==> src/rtl/pipelined_rca_pkg.sv <==
`default_nettype none
// ============================================================================
// Module      : pipelined_rca_pkg
// Description : Shared constants and helpers for the pipelined ripple-carry
//               adder: default operand/segment widths, the pipeline depth
//               derivation and the legality check for a WIDTH/SEG split.
// Ports       : none (package)
// Revision    : 1.0 - initial release
// ============================================================================
package pipelined_rca_pkg;

    localparam int c_DEFAULT_WIDTH = 64;
    localparam int c_DEFAULT_SEG   = 16;

    // Number of ripple segments (and therefore register stages).
    function automatic int numSegments(input int width, input int seg);
        return width / seg;
    endfunction

    // A split is legal when it yields at least one whole segment and no
    // partial segment at the top.
    function automatic bit validSplit(input int width, input int seg);
        return (seg > 0) && (width >= seg) && ((width % seg) == 0);
    endfunction

endpackage : pipelined_rca_pkg
`default_nettype wire

==> src/rtl/pipelined_rca_seg.sv <==
`default_nettype none
// ============================================================================
// Module      : rca_seg
// Description : Combinational SEG-bit ripple-carry adder segment.
// Ports       : s    - SEG-bit sum
//               cOut - carry out of the segment MSB
//               cMsb - carry into the segment MSB (for overflow detection)
//               cIn  - carry into bit 0
//               a, b - SEG-bit operands
// Revision    : 1.0 - initial release
// ============================================================================
module rca_seg
    import pipelined_rca_pkg::*;
#(
    parameter int SEG = c_DEFAULT_SEG
) (
    output logic [SEG-1:0] s,
    output logic           cOut,
    output logic           cMsb,
    input  logic           cIn,
    input  logic [SEG-1:0] a,
    input  logic [SEG-1:0] b
);

    // w_carry[i] is the carry into bit i.
    logic [SEG:0] w_carry;

    assign w_carry[0] = cIn;

    for (genvar i = 0; i < SEG; i++) begin : g_bit
        assign s[i]           = a[i] ^ b[i] ^ w_carry[i];
        assign w_carry[i + 1] = (a[i] & b[i]) | (w_carry[i] & (a[i] ^ b[i]));
    end

    assign cOut = w_carry[SEG];
    assign cMsb = w_carry[SEG-1];

endmodule : rca_seg
`default_nettype wire

==> src/rtl/pipelined_rca.sv <==
`default_nettype none
// ============================================================================
// Module      : pipelined_rca
// Description : WIDTH-bit add/subtract split into NSEG = WIDTH/SEG ripple
//               segments with one register stage per segment. Stage k adds
//               segment k using the registered carry of stage k-1, forwarding
//               the lower sum bits and the still-unprocessed operand bits
//               (triangular skew). Valid/ready handshake on both sides with a
//               single global advance signal.
// Ports       : clk, rst            - clock, synchronous active-high reset
//               in_valid / in_ready - operand beat handshake
//               a, b, cIn, sub      - operands, carry in, subtract select
//               out_valid/out_ready - result handshake
//               s, cOut, ovf, zero  - result, raw carry, signed overflow, s==0
// Revision    : 1.0 - initial release
// ============================================================================
module pipelined_rca
    import pipelined_rca_pkg::*;
#(
    parameter int WIDTH = c_DEFAULT_WIDTH,
    parameter int SEG   = c_DEFAULT_SEG
) (
    input  logic             clk,
    input  logic             rst,
    input  logic             in_valid,
    output logic             in_ready,
    input  logic [WIDTH-1:0] a,
    input  logic [WIDTH-1:0] b,
    input  logic             cIn,
    input  logic             sub,
    output logic             out_valid,
    input  logic             out_ready,
    output logic [WIDTH-1:0] s,
    output logic             cOut,
    output logic             ovf,
    output logic             zero
);

    localparam int NSEG = numSegments(WIDTH, SEG);

    if (!validSplit(WIDTH, SEG)) begin : g_badSplit
        $error("pipelined_rca: WIDTH must be a positive multiple of SEG");
    end

    logic             w_adv;
    logic             w_accept;
    logic [WIDTH-1:0] w_bEff;
    logic             w_cEff;

    // The whole pipeline moves as one; it only freezes when the output
    // register holds a result the consumer has not taken.
    assign w_adv    = !out_valid || out_ready;
    assign in_ready = w_adv;
    assign w_accept = in_valid && w_adv;

    // Subtraction is a + ~b + 1, so cIn is ignored in that mode.
    assign w_bEff = sub ? ~b : b;
    assign w_cEff = sub | cIn;

    for (genvar k = 0; k < NSEG; k++) begin : g_stage
        localparam int OP_W  = WIDTH - k * SEG;   // operand bits not yet added
        localparam int SUM_W = (k + 1) * SEG;     // sum bits known after stage

        logic [OP_W-1:0]  w_opA;
        logic [OP_W-1:0]  w_opB;
        logic             w_cin;
        logic             w_vIn;
        logic [SEG-1:0]   w_segS;
        logic             w_segCout;
        logic             w_segCmsb;
        logic [SUM_W-1:0] w_sumNext;

        logic             r_valid;
        logic [SUM_W-1:0] r_sum;
        logic             r_carry;

        if (k == 0) begin : g_head
            assign w_opA     = a;
            assign w_opB     = w_bEff;
            assign w_cin     = w_cEff;
            assign w_vIn     = w_accept;
            assign w_sumNext = w_segS;
        end else begin : g_body
            assign w_opA     = g_stage[k-1].g_ops.r_aHi;
            assign w_opB     = g_stage[k-1].g_ops.r_bHi;
            assign w_cin     = g_stage[k-1].r_carry;
            assign w_vIn     = g_stage[k-1].r_valid;
            assign w_sumNext = {w_segS, g_stage[k-1].r_sum};
        end

        rca_seg #(
            .SEG (SEG)
        ) u_seg (
            .s    (w_segS),
            .cOut (w_segCout),
            .cMsb (w_segCmsb),
            .cIn  (w_cin),
            .a    (w_opA[SEG-1:0]),
            .b    (w_opB[SEG-1:0])
        );

        always_ff @(posedge clk) begin
            if (rst) begin
                r_valid <= 1'b0;
                r_sum   <= '0;
                r_carry <= 1'b0;
            end else if (w_adv) begin
                r_valid <= w_vIn;
                r_sum   <= w_sumNext;
                r_carry <= w_segCout;
            end
        end

        if (k < NSEG - 1) begin : g_ops
            // Upper operand segments travel alongside until their stage.
            logic [OP_W-SEG-1:0] r_aHi;
            logic [OP_W-SEG-1:0] r_bHi;
            logic                w_unusedCmsb;

            // Only the top segment needs the carry into its MSB.
            assign w_unusedCmsb = w_segCmsb;

            always_ff @(posedge clk) begin
                if (rst) begin
                    r_aHi <= '0;
                    r_bHi <= '0;
                end else if (w_adv) begin
                    r_aHi <= w_opA[OP_W-1:SEG];
                    r_bHi <= w_opB[OP_W-1:SEG];
                end
            end
        end else begin : g_tail
            logic r_ovf;

            // Signed overflow: carry into the MSB differs from carry out.
            always_ff @(posedge clk) begin
                if (rst) begin
                    r_ovf <= 1'b0;
                end else if (w_adv) begin
                    r_ovf <= w_segCout ^ w_segCmsb;
                end
            end

            assign out_valid = r_valid;
            assign s         = r_sum;
            assign cOut      = r_carry;
            assign ovf       = r_ovf;
            assign zero      = (r_sum == '0);
        end
    end

endmodule : pipelined_rca
`default_nettype wire
==> config.mk <==
export PLATFORM = sky130hd
export DESIGN_NAME = pipelined_rca
export DESIGN_NICKNAME = d
export VERILOG_FILES = /design/src/rtl/pipelined_rca_pkg.sv /design/src/rtl/pipelined_rca_seg.sv /design/src/rtl/pipelined_rca.sv
export SDC_FILE = /design/constraint.sdc
export NUM_CORES = 1
export LEC_CHECK = 0
export CORE_ASPECT_RATIO = 0.7
export CORE_MARGIN = 8
export CORE_UTILIZATION = 45
export DETAILED_ROUTE_END_ITERATION = 6
export GPL_TIMING_DRIVEN = 0
export PLACE_DENSITY_LB_ADDON = 0.08
export SKIP_LAST_GASP = 1
export SYNTH_ARGS = -nofsm -noshare
export SYNTH_HDL_FRONTEND = slang
export SYNTH_SLANG_ARGS = --single-unit
export TNS_END_PERCENT = 100
==> constraint.sdc <==
create_clock -name clk -period 10.66 [get_ports clk]
set_input_delay 2.132 -clock clk [delete_from_list [all_inputs] [get_ports clk]]
set_output_delay 2.132 -clock clk [all_outputs]
set_load 0.05 [all_outputs]
==> results.py <==
metrics = {
    "status": {
        "status": "finished, final reports clean",
    },
    "clock_tree": {
        "holdBufCountCts": 0,
        "clk_pin_slew_ns": 0.06,
        "h-tree-depth": 2,
        "cts.path.max_buffers": 3,
        "cts_buffers": 36,
        "postCtsSetupRepairBufs": 0,
        "cts_tree": "done",
        "cts_num_sinks": 361,
        "cts-resized-gates": 0,
        "clock_latency_ns": 0.52,
        "cts_root_buf": "clkbuf_16",
    },
    "setup_path": {
        "end_kind": "flip-flop",
        "reg2reg_depth": 20,
        "critical_path_required_ns": 11.04,
        "startpoint_type": "input port",
        "worstPathMaxFanout": 10,
        "critPathKind": "in2reg",
        "worstPathArrival_ns": 9.58,
    },
    "global_route": {
        "grt_max_degree": 15,
        "grt_pass1_wl_um": 65900,
        "antenna_found_initial": 1,
        "grt_pass1_vias": 11606,
        "overflow": 0,
        "grt_use_total_pct": 21.7,
    },
    "yosys": {
        "synth_cell_type_count": 19,
        "avgSynthCellArea_sq_um": 8.66,
        "ys_ff_latch": 361,
        "synthXorXnorAreaFrac_pct": 3.89,
        "netlist_area_sq_um": 14600,
        "synth-simple-area-share_pct": 17.8,
        "yosys_warnings": 0,
        "synth-compound-area-share_pct": 14.5,
        "synth_top_family_by_area": "simple AND/OR/NAND/NOR gates",
        "syn_inst": 1689,
        "synth_mux_area_share_pct": 0,
        "synthAdderAreaFrac_pct": 8.76,
        "syn_nets": 1887,
        "ys_seq_area_share_pct": 49.4,
    },
    "placed_design": {
        "hpwl_um": 33100,
        "port_buffers": 200,
        "place_area_sq_um": 17200,
        "place.gp.congestion": 0.860,
        "post-place-cells": 2316,
    },
    "cells_and_area": {
        "fillers": 3006,
        "nets": 2125,
        "antenna_cells": 0,
        "area_growth_pct": 24.8,
        "drive_gt1_share_pct": 8.82,
        "fin_cells": 2377,
        "design_area_sq_um": 18300,
    },
    "routing": {
        "drc": 0,
        "first_iter_violations": 812,
        "vias_per_cell": 5.01,
        "drt_pass1_iterations": 5,
        "routedWlPerCell_um": 18.0,
        "wl_um": 42900,
        "vias": 11907,
        "drtAntennaViolNets": 0,
    },
    "timing": {
        "tightest_slew_ns": 0.801,
        "maxSlewHeadroom_pct": 46.6,
        "setup_violations": 0,
        "min_period_ns": 9.20,
        "fin_skew_ns": 0.0120,
        "fmax_ghz": 0.109,
        "final-hold-violation-count": 0,
        "rsz0062_at_grt": "no",
        "fin_hold_ws_ns": 0.453,
        "maxSlewViolCount": 0,
        "setup_tns_ns": 0,
        "fin_crit_sh_pct": 86.3,
    },
    "floorplan": {
        "dieArea_sq_um": 38600,
        "start_util_pct": 45.5,
        "die_h_um": 167,
        "rows": 55,
        "io-pin-count": 203,
        "core_sq_um": 32100,
        "die_w_um": 231,
    },
    "min_path": {
        "hp-class": "reg2reg",
        "holdPathStages": 2,
    },
    "power": {
        "p_leak_uw": 0.00704,
        "irDropWorstVdd_uv": 90.2,
        "power.density_nw_per_um2": 168,
    },
    "job": {
        "maxCapViolCount": 0,
    },
}
-- registers in the layout, summed over array words and instances, names as in the netlist --
register             flops
out_valid                1
g_stage.g_ops.r_aHi     96
g_stage.r_carry          3
g_stage.g_ops.r_bHi     96
g_stage.r_valid          3
ovf                      1
cOut                     1
s                       64
g_stage.r_sum           96
-- report_power, final --
| group | leakage [uW] | internal [uW] | total [uW] | switching (uW) |
|---|---|---|---|---|
| Sequential | 0.00297 | 1440 | 1520 | 75.1 |
| Clock | 0.000546 | 676 | 1190 | 513 |
| Combinational | 0.00353 | 163 | 363 | 199 |
| Total | 0.00704 | 2280 | 3070 | 788 |
-- final timing paths --
kind                                                              start                                       to  slack (ns)
worst max-delay path                                                sub        g_stage[0].r_sum[15]$_SDFFE_PP0N_        1.46
worst min-delay path            g_stage[0].g_ops.r_aHi[29]$_SDFFE_PP0N_  g_stage[0].g_ops.r_aHi[29]$_SDFFE_PP0N_        0.45
worst max register to register          g_stage[1].r_carry$_SDFFE_PP0N_        g_stage[2].r_sum[47]$_SDFFE_PP0N_        3.67
worst min register to register  g_stage[0].g_ops.r_aHi[29]$_SDFFE_PP0N_  g_stage[0].g_ops.r_aHi[29]$_SDFFE_PP0N_        0.45
-- critical path: stages --
cell and delay (ns):
buf_4 0.25, buf_2 0.34, xor2_1 0.20, fa_1 0.21, fa_1 0.16, inv_1 0.05, fa_1 0.41, fa_1 0.42
fa_1 0.43, fa_1 0.43, fa_1 0.43, fa_1 0.43, fa_1 0.45, fa_1 0.43, fa_1 0.42, fa_1 0.44
fa_1 0.43, fa_1 0.45, fa_1 0.41, inv_1 0.08, fa_1 0.42, nand2_1 0.07, a21oi_1 0.07
-- cell families after synthesis --
group,after synthesis
buffers and inverters,164
AND/OR/NAND/NOR,675
XOR/XNOR,65
flip-flops,361
adder cells (fa/ha/maj),64
AO/OA/AOI/OAI,360
-- cells in the mapped netlist --
master | number | share of area, %
or2_2 | 1 | 0.043
buf_2 | 55 | 1.9
nor2_1 | 72 | 1.8
a211oi_2 | 30 | 2.6
a21oi_1 | 290 | 9.9
inv_2 | 1 | 0.026
dfxtp_1 | 361 | 49
fa_1 | 64 | 8.8
xor2_1 | 5 | 0.30
xnor2_1 | 60 | 3.6
buf_4 | 23 | 1.2
nand2_1 | 580 | 15
nor2b_4 | 1 | 0.094
a211oi_1 | 40 | 2.1
clkbuf_1 | 43 | 1.1
nor4_1 | 17 | 0.73
nand4_1 | 4 | 0.17
inv_1 | 36 | 0.92
buf_6 | 6 | 0.46
-- area by class of cell --
| type | count | area (sq um) | share of cell area [%] |
|---|---|---|---|
| Tap cell | 427 | 534 | 2.93 |
| Timing Repair Buffer | 200 | 2000 | 11.0 |
| Multi-Input combinational cell | 1164 | 6580 | 36.0 |
| Buffer | 127 | 677 | 3.71 |
| Inverter | 37 | 139 | 0.761 |
| Sequential cell | 361 | 7230 | 39.6 |
| Clock buffer | 49 | 1030 | 5.65 |
| Clock inverter | 12 | 65.1 | 0.356 |
-- stage by stage --
step | util, % | setup WS (ns) | total power, uW
after global routing | 56.8 | 1.12 | 3190
after CTS | 56.8 | 1.43 | 3090
final | 56.8 | 1.46 | 3070
after floorplan | - | 1.41 | 1730
after global placement | 53.4 | 0.958 | 1900
after detailed placement | 53.4 | 0.894 | 1900
-- cell usage in the layout (no fill, tap or decap), types with 6 or more instances in the layout --
cell type          n
nand2_1          580
dfxtp_1          361
a21oi_1          290
clkdlybuf4s50_1  200
nor2_1            72
fa_1              64
xnor2_1           60
buf_2             55
clkbuf_1          49
a211oi_1          40
clkbuf_16         37
inv_1             36
a211oi_2          30
buf_4             23
nor4_1            17
clkinv_2          10
buf_6              6
clkbuf_8           6
-- metal layers --
layer  track usage (%)  part of all wire (%)  vias up
met5                 0                 0.030        -
met4              4.67                   1.7        2
met3              5.26                   8.1       49
met2              29.6                    39      340
met1              33.6                    51     5568
li1                  -                     -     5948
No activity file was read; power rests on OpenSTA's default activity.
